==> config.mk <==
export PLATFORM = sky130hd
export DESIGN_NAME = shift_register_n
export DESIGN_NICKNAME = d
export VERILOG_FILES = /design/src/rtl/shift_register_n.sv
export SDC_FILE = /design/constraint.sdc
export NUM_CORES = 1
export LEC_CHECK = 0
export ABC_CLOCK_PERIOD_IN_PS = 5500
export BUFFER_PORTS_ARGS = -buffer_cell sky130_fd_sc_hd__buf_2
export CAP_MARGIN = 20
export CELL_PAD_IN_SITES_DETAIL_PLACEMENT = 0
export CELL_PAD_IN_SITES_GLOBAL_PLACEMENT = 1
export CORE_MARGIN = 5
export CORE_UTILIZATION = 43
export DETAILED_ROUTE_END_ITERATION = 12
export PLACE_DENSITY_LB_ADDON = 0.2
export REMOVE_ABC_BUFFERS = 1
export SLEW_MARGIN = 0
export SYNTH_ARGS = -nofsm -noshare
export SYNTH_HDL_FRONTEND = slang
export SYNTH_SLANG_ARGS = --single-unit
==> constraint.sdc <==
create_clock -name CLK -period 5.5 [get_ports CLK]
set_input_delay 1.1 -clock CLK [delete_from_list [all_inputs] [get_ports CLK]]
set_output_delay 1.1 -clock CLK [all_outputs]
set_load 0.05 [all_outputs]
==> src/rtl/shift_register_n.sv <==
// WIDTH-bit load/shift/rotate register with serial in/out and a multi-step
// "shift by AMT" sequencer that reports progress on BUSY and completion on DONE.
module shift_register_n #(
  parameter int WIDTH = 8,
  parameter int AW    = 4
) (
  input  logic             CLK,
  input  logic             RST,
  input  logic             ENA,
  input  logic [2:0]       OP,
  input  logic [WIDTH-1:0] DATA,
  input  logic             SIN,
  input  logic             START,
  input  logic [AW-1:0]    AMT,
  output logic [WIDTH-1:0] R,
  output logic             SOUT,
  output logic             BUSY,
  output logic             DONE
);

  typedef enum logic [2:0] {
    OP_HOLD  = 3'b000,
    OP_LOAD  = 3'b001,
    OP_SHL   = 3'b010,
    OP_SHR   = 3'b011,
    OP_ROL   = 3'b100,
    OP_ROR   = 3'b101,
    OP_ASR   = 3'b110,
    OP_CLEAR = 3'b111
  } op_e;

  typedef enum logic {
    ST_IDLE,
    ST_SHIFT
  } state_e;

  typedef struct packed {
    logic [WIDTH-1:0] data;
    logic             sout;
  } step_t;

  // One step of any operation; SOUT only moves when a bit leaves the word.
  function automatic step_t do_step(input logic [2:0]       op,
                                    input logic [WIDTH-1:0] cur,
                                    input logic [WIDTH-1:0] load,
                                    input logic             sin,
                                    input logic             sout);
    step_t s;
    s.data = cur;
    s.sout = sout;
    case (op)
      OP_LOAD:  s.data = load;
      OP_SHL:   begin s.data = {cur[WIDTH-2:0], sin};          s.sout = cur[WIDTH-1]; end
      OP_SHR:   begin s.data = {sin, cur[WIDTH-1:1]};          s.sout = cur[0];       end
      OP_ROL:   begin s.data = {cur[WIDTH-2:0], cur[WIDTH-1]}; s.sout = cur[WIDTH-1]; end
      OP_ROR:   begin s.data = {cur[0], cur[WIDTH-1:1]};       s.sout = cur[0];       end
      OP_ASR:   begin s.data = {cur[WIDTH-1], cur[WIDTH-1:1]}; s.sout = cur[0];       end
      OP_CLEAR: s.data = '0;
      default:  ;
    endcase
    return s;
  endfunction

  state_e           r_state;
  logic [2:0]       r_op;
  logic [AW-1:0]    r_cnt;
  logic [WIDTH-1:0] r_data;
  logic             r_sout;
  logic             r_busy;
  logic             r_done;

  logic  w_is_seq;
  step_t w_step_live;
  step_t w_step_seq;

  assign w_is_seq    = (OP inside {OP_SHL, OP_SHR, OP_ROL, OP_ROR, OP_ASR});
  assign w_step_live = do_step(OP,   r_data, DATA, SIN, r_sout);
  assign w_step_seq  = do_step(r_op, r_data, DATA, SIN, r_sout);

  always_ff @(posedge CLK) begin
    if (RST) begin
      r_state <= ST_IDLE;
      r_op    <= OP_HOLD;
      r_cnt   <= '0;
      r_data  <= '0;
      r_sout  <= 1'b0;
      r_busy  <= 1'b0;
      r_done  <= 1'b0;
    end else begin
      // NOTE: the default below is overridden later in this block; with
      // non-blocking assignments the last write in program order wins.
      r_done <= 1'b0;
      case (r_state)
        ST_SHIFT: begin
          r_data <= w_step_seq.data;
          r_sout <= w_step_seq.sout;
          r_cnt  <= r_cnt - 1'b1;
          if (r_cnt == AW'(1)) begin
            r_busy  <= 1'b0;
            r_done  <= 1'b1;
            r_state <= ST_IDLE;
          end
        end
        default: begin
          if (START && w_is_seq) begin
            r_op <= OP;
            if (AMT != '0) begin
              r_data <= w_step_live.data;
              r_sout <= w_step_live.sout;
            end
            // Counts of 0 and 1 finish at this edge and never raise BUSY.
            if (AMT <= AW'(1)) begin
              r_done <= 1'b1;
            end else begin
              r_cnt   <= AMT - 1'b1;
              r_busy  <= 1'b1;
              r_state <= ST_SHIFT;
            end
          end else if (START || ENA) begin
            r_data <= w_step_live.data;
            r_sout <= w_step_live.sout;
          end
        end
      endcase
    end
  end

  assign R    = r_data;
  assign SOUT = r_sout;
  assign BUSY = r_busy;
  assign DONE = r_done;

endmodule

==> run metrics <==
status finished clean; area of the mapped netlist 0.00163 sq mm; M2 GR Usage 0.250; dominant synthesized flop cell dfxtp_1; first-pass iteration count of the detailed router 4; CTS tree built; Clock Tree Root clkbuf_8; Worst-Skew Late Latency between 200 and 300 ps; HPWL after DPL between 2000 and 3000 um; share of the synthesized area in the top cell type 0.234; Place WS around 2700 ps; post-CTS sizing 0; most common cell after layout, fill and taps aside buf_2; hold path startpoint BUSY; Worst-path clk slew ~80 ps; I/O pin cnt 31; Final Instance Count excl. Fillers 283; post-layout min period 2550 ps; Routed WL per cell 15.5 um; drt first-iter violations 117; Hold Path Class flip-flop to flip-flop; FP Rows 22; Seq/Total Area, Yosys 0.234; GP Congestion 0.753; Yosys cell types 45; post-synth top area cell dfxtp_1; critical path peak fanout 5; FF-to-FF Start r_op[0]; R2R cell count 5; startpoint class of the critical path primary input; Req. time, crit path 5710 ps; RSZ-0062 raised after global routing no; Pleak between 0.0007 and 0.0008 uW; Worst Setup End Kind flip-flop; Avg Inst Size Synth 7.47 sq um; Starting Density 0.445; hold depth 2; # Post-CTS Setup Buffers 0; Final Cycle Share 0.463; Cells after Synth between 200 and 250; maximum VDD drop 0.000218 V; Yosys warnings 0; initial antenna violation count 0; Fin. Hold Viols 0; Num Clock Sinks 19; CP startpoint AMT[0]; synthesized flop and latch total 19; hold_buf cts 0; final WL approximately 4400 um; grt met3 use 0.0463; vias 1615; gr busiest metal met1; Post-synth EDFFs 0; M1 GR Usage 0.260; Rel. slew slack 0.478; ant diodes 0; Max Fclk 0.392 GHz; Die Ht 71.5 um; Core ar. about 0.0037 sq mm; Max Cap Viol 0; IO Port Bufs 30; fin. max-slew vios 0; CTS buffer count 3; share of flip-flops with an asynchronous set or reset 0; Setup violations, final 0; worst endpoint data arrival time 2750 ps; Clock Path Buffers 2; first-pass GRT wire length 7150 um; top cells by area, synth dfxtp_1, nand2_1, a21oi_1; share of cells above drive strength 1 0.196; vias in the first global route 1400; die width 71.5 um; worst slew pin tran 774 ps; Syn-to-layout area delta 11.4%; skew final 1.50 ps; Cell Pwr Density 249 mW/mm^2; vias per cell approximately 5.7; total gr overflow 0; DRC Markers 0; Worst Setup Path Type primary input to flip-flop; post-route antenna net violation count 0; placed insts about 280; Die ar. a little over 0.005 sq mm; setup TNS 0 ps; most frequent cells in the layout buf_2, nand2_1, a21oi_1; fin worst setup slack 2950 ps; fin nets 260; H-Tree Depth 1; Total Routing Usage GR 0.172; pin count of the biggest net entering global routing 26
[final cells by class]
cell class | instances | area (sq um)
sequential | 19 | 380
clock buffer | 3 | 41.3
multi-input combinational | 175 | 1140
timing repair buffer | 31 | 158
clock inverter | 1 | 7.51
tap | 48 | 60.1
inverter | 6 | 22.5
fill | 383 | 1850
[Yosys cell counts, types with 5 or more instances]
library cell  instances
a21oi_1              21
nor2b_1               5
nand2_1              29
mux2_2                6
dfxtp_1              19
xnor2_1               7
buf_2                 8
mux2i_1               9
nor2_1               20
o21ai_0               8
inv_1                 6
clkbuf_1              5
a211oi_1              5
nand3_1               7
[kinds of logic (layout without fill, tap and decap cells)]
kind of cell / Yosys count / in the layout / synth area share
adders and majority gates: 4 / 4 / 0.0307
xor gates and xnor gates: 8 / 8 / 0.0430
DFF: 19 / 19 / 0.234
buffers and inverters: 24 / 41 / 0.0638
and+or+nand+nor: 80 / 80 / 0.234
muxes: 15 / 15 / 0.0968
AOI/OAI and AO/OA: 68 / 68 / 0.298
[power by group]
part	internal [uW]	switching, uW
sequential	153	27.4
combinational	63.2	102
clock	51.2	55.8
[sequential cells by signal, summed over array words and instances, names as in the netlist]
signal	flops
BUSY	1
r_state	1
DONE	1
SOUT	1
R	8
r_cnt	4
r_op	3
[path summary, 6_finish.rpt]
kind,to,slack (ps)
setup / recovery,r_cnt[1],2950
hold / removal,BUSY,470
setup reg to reg,R[6],3530
hold reg to reg,BUSY,470
[worst max-delay path: stages]
cell	delay [ps]
buf_2	110
inv_1	60
ha_1	250
or2_4	280
a2111oi_4	470
nor2_1	70
a211o_1	290
a21oi_2	120
[routing by layer]
layer	up-vias	share of wire
li1	832	-
met1	734	0.49
met3	4	0.068
met5	-	0
met2	45	0.44
met4	0	0.0045
[stage by stage]
| step | power, uW | instance area, sq um | hold slack [ps] | util |
|---|---|---|---|---|
| floorplan | 296 | 1550 | 455 | - |
| global placement | 348 | 1760 | 453 | 0.482 |
| detailed placement | 347 | 1760 | 449 | 0.482 |
| CTS | 454 | 1810 | 470 | 0.495 |
| global route | 481 | 1810 | 516 | 0.495 |
| finish | 452 | 1810 | 471 | 0.495 |
Power figures use the tool's default switching activity.
